<file path="config.mk">
export PLATFORM = sky130hd
export DESIGN_NAME = instruction_fetcher_flat
export DESIGN_NICKNAME = d
export VERILOG_FILES = /design/src/rtl/instruction_fetcher_pkg.sv /design/src/rtl/instruction_fetcher_if.sv /design/src/rtl/instruction_fetcher_inst_fifo.sv /design/src/rtl/instruction_fetcher.sv /design/src/flat_wrapper.sv
export SDC_FILE = /design/constraint.sdc
export NUM_CORES = 1
export LEC_CHECK = 0
export CORE_UTILIZATION = 50
export DETAILED_ROUTE_END_ITERATION = 16
export DONT_BUFFER_PORTS = 1
export HOLD_SLACK_MARGIN = 0.1
export MAX_ROUTING_LAYER = met4
export PLACE_DENSITY_LB_ADDON = 0.25
export SLEW_MARGIN = 10
export SYNTH_ARGS = -nofsm -noshare
export SYNTH_HDL_FRONTEND = slang
export SYNTH_SLANG_ARGS = --single-unit
</file>
<file path="constraint.sdc">
create_clock -name clk_in -period 24.4 [get_ports clk_in]
set_clock_uncertainty 0.2 [all_clocks]
set_input_delay 6.1 -clock clk_in [delete_from_list [all_inputs] [get_ports clk_in]]
set_output_delay 6.1 -clock clk_in [all_outputs]
set_load 0.005 [all_outputs]
</file>
<file path="src/rtl/instruction_fetcher_pkg.sv">
// Shared fetch-stage types: FSM encoding, queue entry layout, JAL decode helpers.
// Latency: n/a (types and pure functions only).
// Backpressure: n/a.
package instruction_fetcher_pkg;

  // Major opcode of JAL; every other opcode falls through to pc+4.
  localparam logic [6:0] OP_JAL = 7'b1101111;

  // Sequential step between instruction words.
  localparam logic [31:0] INST_BYTES = 32'd4;

  typedef enum logic {
    ST_IDLE = 1'b0,
    ST_WAIT = 1'b1
  } fetch_state_e;

  // One queued instruction together with the address it was fetched from.
  typedef struct packed {
    logic [31:0] pc;
    logic [31:0] inst;
  } fifo_ent_t;

  // Sign-extended J-type immediate: {inst[31], inst[19:12], inst[20], inst[30:21], 0}.
  function automatic logic [31:0] j_imm(input logic [31:0] inst);
    return {{12{inst[31]}}, inst[19:12], inst[20], inst[30:21], 1'b0};
  endfunction

  // Static prediction: JAL is followed, branches are not-taken, JALR falls through.
  function automatic logic [31:0] calc_next_pc(input logic [31:0] pc,
                                               input logic [31:0] inst);
    if (inst[6:0] == OP_JAL) begin
      return pc + j_imm(inst);
    end
    return pc + INST_BYTES;
  endfunction

endpackage

</file>
<file path="src/rtl/instruction_fetcher_if.sv">
// Bundles the memory-controller fetch port and the decoder issue port.
// Latency: n/a (wires only).
// Backpressure: fetch is a level request held until finish_fetch; issue is valid/ready.
interface instruction_fetcher_if;

  // fetch side, towards the memory controller
  logic        fetch_start;
  logic [31:0] pc;
  logic        finish_fetch;
  logic [31:0] instruction_in;
  logic [31:0] instruction_pc_in;

  // issue side, towards the decoder
  logic        issue_valid;
  logic [31:0] issue_inst;
  logic [31:0] issue_pc;
  logic        issue_ready;

  // The fetcher drives requests and the queue head.
  modport master (
    output fetch_start, pc, issue_valid, issue_inst, issue_pc,
    input  finish_fetch, instruction_in, instruction_pc_in, issue_ready
  );

  // Controller and decoder side.
  modport slave (
    input  fetch_start, pc, issue_valid, issue_inst, issue_pc,
    output finish_fetch, instruction_in, instruction_pc_in, issue_ready
  );

endinterface

</file>
<file path="src/rtl/instruction_fetcher_inst_fifo.sv">
// Circular instruction queue of {pc, inst} entries with occupancy count and full flag.
// Latency: a pushed entry is at the head the cycle after the push edge.
// Backpressure: producer must check count/full before pushing; pop on an empty queue is ignored.
module instruction_fetcher_inst_fifo
  import instruction_fetcher_pkg::*;
#(
  parameter int DEPTH = 16
) (
  input  logic                   clk_in,
  input  logic                   rst_in,
  input  logic                   clr,
  input  logic                   push_vld,
  input  fifo_ent_t              push_dat,
  input  logic                   pop_vld,
  output fifo_ent_t              head_dat,
  output logic [$clog2(DEPTH):0] count,
  output logic                   full
);

  localparam int PTR_W = $clog2(DEPTH);
  localparam int CNT_W = PTR_W + 1;

  fifo_ent_t        mem_q [DEPTH];
  logic [PTR_W-1:0] head_q;
  logic [PTR_W-1:0] tail_q;
  logic [CNT_W-1:0] count_q;
  logic             pop_ok;

  assign pop_ok   = pop_vld && (count_q != '0);
  assign head_dat = mem_q[head_q];
  assign count    = count_q;
  assign full     = (count_q == CNT_W'(DEPTH));

  // Entry storage needs no reset: count gates whether the head is meaningful.
  always_ff @(posedge clk_in) begin
    if (push_vld && !clr) begin
      mem_q[tail_q] <= push_dat;
    end
  end

  // Pointers wrap naturally at DEPTH; count tracks occupancy, unchanged on push+pop.
  always_ff @(posedge clk_in or negedge rst_in) begin
    if (!rst_in) begin
      head_q  <= '0;
      tail_q  <= '0;
      count_q <= '0;
    end else if (clr) begin
      head_q  <= '0;
      tail_q  <= '0;
      count_q <= '0;
    end else begin
      if (push_vld) begin
        tail_q <= tail_q + 1'b1;
      end
      if (pop_ok) begin
        head_q <= head_q + 1'b1;
      end
      case ({push_vld, pop_ok})
        2'b10:   count_q <= count_q + 1'b1;
        2'b01:   count_q <= count_q - 1'b1;
        default: count_q <= count_q;
      endcase
    end
  end

endmodule

</file>
<file path="src/rtl/instruction_fetcher.sv">
// Sequential instruction fetcher: one outstanding request, JAL followed, branches not-taken.
// Latency: request visible 1 cycle after IDLE; fetched word at queue head 1 cycle after finish_fetch.
// Backpressure: no request is issued unless the queue has room for the in-flight word; rdy_in low freezes all state.
module instruction_fetcher
  import instruction_fetcher_pkg::*;
#(
  parameter int          QUEUE_DEPTH = 16,
  parameter logic [31:0] RESET_PC    = 32'h0
) (
  input  logic                         clk_in,
  input  logic                         rst_in,
  input  logic                         rdy_in,
  input  logic                         roll_back,
  input  logic [31:0]                  roll_back_pc,
  output logic                         queue_full,
  instruction_fetcher_if.master        fetch_bus
);

  localparam int CNT_W = $clog2(QUEUE_DEPTH) + 1;

  fetch_state_e     state_q, state_d;
  logic             fetch_start_q, fetch_start_d;
  logic [31:0]      pc_q, pc_d;

  logic             fifo_push;
  logic             fifo_pop;
  logic             fifo_clr;
  logic             fifo_full;
  logic [CNT_W-1:0] fifo_count;
  fifo_ent_t        push_dat;
  fifo_ent_t        head_dat;
  logic             issue_vld;
  logic             room_vld;

  // Room for one more word means the in-flight fetch can always be accepted.
  assign room_vld  = (fifo_count < CNT_W'(QUEUE_DEPTH));
  assign issue_vld = (fifo_count != '0);
  assign push_dat  = '{pc: fetch_bus.instruction_pc_in, inst: fetch_bus.instruction_in};

  assign fetch_bus.fetch_start = fetch_start_q;
  assign fetch_bus.pc          = pc_q;
  assign fetch_bus.issue_valid = issue_vld;
  assign fetch_bus.issue_inst  = head_dat.inst;
  assign fetch_bus.issue_pc    = head_dat.pc;
  assign queue_full            = fifo_full;

  // FSM state, request level and fetch address; all change only while rdy_in is high.
  always_ff @(posedge clk_in or negedge rst_in) begin
    if (!rst_in) begin
      state_q       <= ST_IDLE;
      fetch_start_q <= 1'b0;
      pc_q          <= RESET_PC;
    end else begin
      state_q       <= state_d;
      fetch_start_q <= fetch_start_d;
      pc_q          <= pc_d;
    end
  end

  // Next state and queue control; roll_back overrides any finish or pop in the same cycle.
  always_comb begin
    state_d       = state_q;
    fetch_start_d = fetch_start_q;
    pc_d          = pc_q;
    fifo_push     = 1'b0;
    fifo_pop      = 1'b0;
    fifo_clr      = 1'b0;
    if (rdy_in) begin
      if (roll_back) begin
        fifo_clr      = 1'b1;
        pc_d          = roll_back_pc;
        fetch_start_d = 1'b0;
        state_d       = ST_IDLE;
      end else begin
        fifo_pop = issue_vld && fetch_bus.issue_ready;
        unique case (state_q)
          ST_IDLE: begin
            // A finish_fetch seen here is stale and deliberately ignored.
            if (room_vld) begin
              state_d       = ST_WAIT;
              fetch_start_d = 1'b1;
            end
          end
          ST_WAIT: begin
            // pc stays put until the word arrives; the controller reads it combinationally.
            if (fetch_bus.finish_fetch) begin
              fifo_push     = 1'b1;
              fetch_start_d = 1'b0;
              pc_d          = calc_next_pc(pc_q, fetch_bus.instruction_in);
              state_d       = ST_IDLE;
            end
          end
          default: begin
            state_d       = ST_IDLE;
            fetch_start_d = 1'b0;
          end
        endcase
      end
    end
  end

  instruction_fetcher_inst_fifo #(
    .DEPTH (QUEUE_DEPTH)
  ) u_inst_fifo (
    .clk_in   (clk_in),
    .rst_in   (rst_in),
    .clr      (fifo_clr),
    .push_vld (fifo_push),
    .push_dat (push_dat),
    .pop_vld  (fifo_pop),
    .head_dat (head_dat),
    .count    (fifo_count),
    .full     (fifo_full)
  );

endmodule

</file>
<file path="src/flat_wrapper.sv">
// flat-port wrapper written by rule: the top's interface ports become plain ports
module instruction_fetcher_flat import instruction_fetcher_pkg::*;
#(
  parameter int          QUEUE_DEPTH = 16,
  parameter logic [31:0] RESET_PC    = 32'h0
)
  (clk_in, rst_in, rdy_in, roll_back, roll_back_pc, queue_full, fetch_bus_fetch_start, fetch_bus_pc, fetch_bus_issue_valid, fetch_bus_issue_inst, fetch_bus_issue_pc, fetch_bus_finish_fetch, fetch_bus_instruction_in, fetch_bus_instruction_pc_in, fetch_bus_issue_ready);
  instruction_fetcher_if fetch_bus_i ();
  input  logic clk_in;
  input  logic rst_in;
  input  logic rdy_in;
  input  logic roll_back;
  input  logic [31:0] roll_back_pc;
  output logic queue_full;
  output wire logic [$bits(fetch_bus_i.fetch_start)-1:0] fetch_bus_fetch_start;
  output wire logic [$bits(fetch_bus_i.pc)-1:0] fetch_bus_pc;
  output wire logic [$bits(fetch_bus_i.issue_valid)-1:0] fetch_bus_issue_valid;
  output wire logic [$bits(fetch_bus_i.issue_inst)-1:0] fetch_bus_issue_inst;
  output wire logic [$bits(fetch_bus_i.issue_pc)-1:0] fetch_bus_issue_pc;
  input wire logic [$bits(fetch_bus_i.finish_fetch)-1:0] fetch_bus_finish_fetch;
  input wire logic [$bits(fetch_bus_i.instruction_in)-1:0] fetch_bus_instruction_in;
  input wire logic [$bits(fetch_bus_i.instruction_pc_in)-1:0] fetch_bus_instruction_pc_in;
  input wire logic [$bits(fetch_bus_i.issue_ready)-1:0] fetch_bus_issue_ready;
  assign fetch_bus_fetch_start = fetch_bus_i.fetch_start;
  assign fetch_bus_pc = fetch_bus_i.pc;
  assign fetch_bus_issue_valid = fetch_bus_i.issue_valid;
  assign fetch_bus_issue_inst = fetch_bus_i.issue_inst;
  assign fetch_bus_issue_pc = fetch_bus_i.issue_pc;
  assign fetch_bus_i.finish_fetch = fetch_bus_finish_fetch;
  assign fetch_bus_i.instruction_in = fetch_bus_instruction_in;
  assign fetch_bus_i.instruction_pc_in = fetch_bus_instruction_pc_in;
  assign fetch_bus_i.issue_ready = fetch_bus_issue_ready;
  instruction_fetcher #(.QUEUE_DEPTH(QUEUE_DEPTH), .RESET_PC(RESET_PC)) u_core (.clk_in(clk_in), .rst_in(rst_in), .rdy_in(rdy_in), .roll_back(roll_back), .roll_back_pc(roll_back_pc), .queue_full(queue_full), .fetch_bus(fetch_bus_i));
endmodule
</file>
==> results by stage <==
GRT:
- The maximum number of pins on one net before global-route repair is 106.
- The first global-routing pass estimated 141000 microns of wire.
- The total congestion overflow is 0.
- The initial antenna violation count came to 0.
- Global routing consumed, over all layers together, 23.2% of the routing resources.
- The number of global-route vias before repair was 21385.

CTS:
- The clock sink count is 1071.
- The number of buffers added to fix hold violations after cts is 0.
- Clock-pin slew was measured on the worst setup and hold paths at 0.06 ns.
- The number of CTS-inserted buffers is 108.
- The post-cts sizing count is 0.
- The number of setup buffers added after CTS is 0.
- The maximum buffer depth of the clock tree is 3.
- The clock insertion delay at the later pin of the skew report is 0.68 ns.
- CTS built an H-tree with a depth of 3.
- The library cell used as clock root buffer is clkbuf_16.
- The TritonCTS clock tree is yes.

Pwr:
- For this design the static power due to leakage is 14.8 nW.
- IR analysis of the VDD net gives a maximum drop of 63.2 uV.
- Dividing total power by cell area gives a power density of 94.1 nW/um^2.

Routing:
- For this block, the initial DRC count from the detailed router was 1797.
- The routed via count is 20731.
- For this block, wires on met1 add up to 38000 microns.
- The number of nets with antenna violations after routing is 0.
- The total DRC errors in the routed layout is 0.
- The first-pass iteration count of the detailed router is 5.
- The total length of routed met3 wires is 8200 microns.
- Using the TritonRoute via totals, the vias-per-cell ratio works out to 6.25.
- The met2 layer wire length in the routed design is 48500 microns.
- Routed signal wires occupy layers up through met4.
- Wires add up to 96300 microns.
- The final routed wire length divided by cell count is 29.0 microns.

Setup path:
- Traced cell by cell, the critical path runs through buf_12, buf_4, buf_4, mux4_2, mux4_2.
- The category of the worst setup path capture point is an output pin.
- The delay of the slowest cell on the worst path is 0.89 ns.
- STA classifies the critical path startpoint as a flip-flop.
- The critical path data arrival time is 5.30 ns.
- The required time at the endpoint of the critical path is 18.10 ns.
- The kind of critical path is reg2out.
- Grouping stages by cell kind, the critical path spends the most delay in buffers and inverters.
- Along the worst path, the maximum fanout reaches 105.
- The total buffers and inverters traversed by the critical path is 3.
- The largest individual stage delay along the critical path comes from the cell buf_4.

Synth:
- In this run, distinct cell masters in the synthesized netlist total 61.
- The number of nets in the synthesized netlist is 2196.
- Of all flip-flops after synthesis, the portion carrying an async set or reset was 4.39%.
- The fraction of the yosys area taken by sequential cells is 74.2%.
- The synthesized area per cell is 21.0 sq um.
- The mapped netlist covers 43100 sq um.
- After synthesis the netlist holds a flip-flop and latch count of 1071.
- The synthesized design contains 1024 enable-type register cells.
- The most used flip-flop cell after synthesis is edfxtp_1.
- The share of the synthesized area in the top cell type is 71.4%.
- The synthesized instance count is 2053.
- The number of warnings printed during yosys synthesis is 0.
- edfxtp_1 takes more of the synthesized area than any other cell.
- Ranked by total cell area, the synthesized netlist is headed by edfxtp_1 (71%), mux4_2 (17%), dfrtp_1 (2.7%), ha_1 (1.2%), a21oi_1 (0.73%).

Status:
- The run finished with clean final reports.

Floorplan:
- The die height is 295 microns.
- The initial core utilization is 50.5%.
- The floorplan step defined a core boundary enclosing 85300 sq um.
- Pin placement for this block handled 201 I/O pins.
- The die is 295 microns wide.
- The floorplan step defined a die boundary enclosing 87300 sq um.
- The row count is 107.

STA:
- The count of final max-slew check failures is 0.
- Setup repair after global routing left no endpoint under its margin.
- The number of setup violations in the final report is 0.
- The final hold violation count was 0.
- For the pin with the worst max-slew slack, the measured transition is 1.19 ns.
- For the final routed database, the setup TNS stands at 0 ns.
- The final critical delay including setup and external delays is 11.60 ns.
- The share of the clock period used by the worst path after layout is 47.5%.
- The remaining max-slew budget at the tightest pin is 20.9%.
- Derived from the worst setup path, the maximum achievable clock frequency is 86.2 MHz.

Job:
- The max-capacitance violation count is 0.

Placed design:
- The number of placed instances, taps included, is 3121.
- During placement, the flow inserted port buffers numbering 0.
- The estimated wirelength of the detail-placed design is 51300 microns.
- The placed instances occupy a cell area of 44400 sq um.
- The final weighted congestion in routability-driven placement is 0.864.

Layout:
- The multi-input logic area is 10700 sq um.
- The finished layout cell area is 48000 sq um.
- The number of inserted diodes is 0.
- Across the whole layout, storage elements account for 31900 sq um.
- Cells with a size suffix above 1 make up 24.7% of the layout.
- The number of nets in the finished design is 2230.
- The area added between synthesis and finish is 11.4%.
- The number of fill cells in the layout is 6194.
- Leaving out filler cells and counting taps, the final layout contains 3317.

Hold path:
- The class of the tightest hold or removal check is reg2reg.
## power breakdown
part,leakage (nW),total [mW],internal [mW],switching (mW)
Clock,1.71,1.64,0.961,0.679
Sequential,9.79,2.11,2.05,0.0615
Combinational,3.30,0.766,0.412,0.353
## per-layer routing
layer  up-vias  global-route usage (%)
li1       8698                       -
met1     11107                    30.2
met2       802                    37.3
met3       124                    5.19
met4         0                    5.54
met5         -                       -
## cells by family after synthesis
kind of cell | Yosys count | synth area share, %
compound gates | 213 | 3.09
xor+xnor | 48 | 0.977
fa+ha+maj | 41 | 1.21
buf+inv | 125 | 1.15
flops | 1071 | 74.2
mux | 323 | 16.8
simple gates | 232 | 2.61
## registers in the layout, indices dropped and copies added, names as in the netlist
signal and cells:
u_core.state_q 1, u_core.u_inst_fifo.tail_q 4, u_core.fetch_bus.pc 32, u_core.u_inst_fifo.count 5, u_core.fetch_bus.fetch_start 1, u_core.u_inst_fifo.head_q 4
u_core.u_inst_fifo.mem_q 1024
## per-stage QoR
stage	hold WS (ns)	total power, mW	setup slack (ns)	utilization, %
finish	0.351	4.51	12.80	56.2
detailed placement	0.337	2.93	13.32	52.1
global placement	0.302	2.91	13.32	52.1
CTS	0.349	4.56	12.57	56.2
floorplan	0.270	2.76	10.81	-
global route	0.366	4.69	12.28	56.2
## cell type report
type	count	area share, %
well taps	1144	2.98
multi-input cells	857	22.4
clock inverters	68	1.39
flip-flops and latches	1071	66.6
inverters	16	0.125
clock buffers	128	5.97
repair buffers	33	0.543
## final timing paths
check | start | endpoint | slack (ns) | cells after the start
worst max-delay path | u_core.u_inst_fifo.head_q[0] | fetch_bus_issue_inst[17] | 12.80 | 5
worst min-delay path | u_core.state_q | u_core.state_q | 0.35 | 2
worst max register to register | u_core.u_inst_fifo.head_q[0] | u_core.u_inst_fifo.head_q[2] | 20.02 | 7
worst min register to register | u_core.state_q | u_core.state_q | 0.35 | 2
max in group asynchronous | rst_in | u_core.u_inst_fifo.head_q[0] | 18.95 | 0
min in group asynchronous | rst_in | u_core.fetch_bus.pc[15] | 4.91 | 0
## layout by cell type (no fill, tap or decap), types with 5 or more instances in the layout
master      instances
ha_1               40
nor3_1             10
mux4_2            320
a21o_1             17
clkbuf_1           16
o21ai_0            55
a211oi_1           12
xnor2_1            21
nor2_1             53
and4_1              5
a21oi_1            63
xor2_1             27
bufinv_16          12
nand2_1            65
clkbuf_16         112
edfxtp_1         1024
a31oi_1             8
inv_1              15
and2_1              6
dfrtp_1            43
and3_1             15
or3_1               5
o21a_1              5
nand4_1            17
nand3_1            21
clkinv_1           28
a22oi_1             7
clkinvlp_4          6
buf_4              32
and3_4              8
clkinv_2           15
o211ai_1            7
## worst register-to-register path, cell delays in order (launching register included)
cell and delay (ns):
dfrtp_4 0.82, buf_12 0.73, buf_4 1.01, buf_4 0.82
ha_1 0.37, nand2_1 0.07, xor2_1 0.16, nor2_1 0.05
## cell usage after synthesis, types with 4 or more instances
master / count
a31oi_1: 8
and2_1: 6
or2_2: 4
a211oi_1: 12
o21a_1: 5
clkbuf_1: 75
and3_1: 23
nor4_1: 7
xor2_1: 27
buf_1: 18
nand4_1: 17
xnor2_1: 21
and4_1: 5
nand3_1: 21
a22oi_1: 7
o21ai_0: 56
o22ai_1: 4
a21oi_1: 63
o211ai_1: 7
buf_2: 14
mux4_2: 320
or3_1: 5
nor2b_1: 4
o21bai_1: 4
a21o_1: 17
edfxtp_1: 1024
dfrtp_1: 47
nor3_1: 10
nor2_1: 59
ha_1: 40
inv_1: 15
nand2_1: 65
Note: power is estimated with default switching activity, not from simulation.
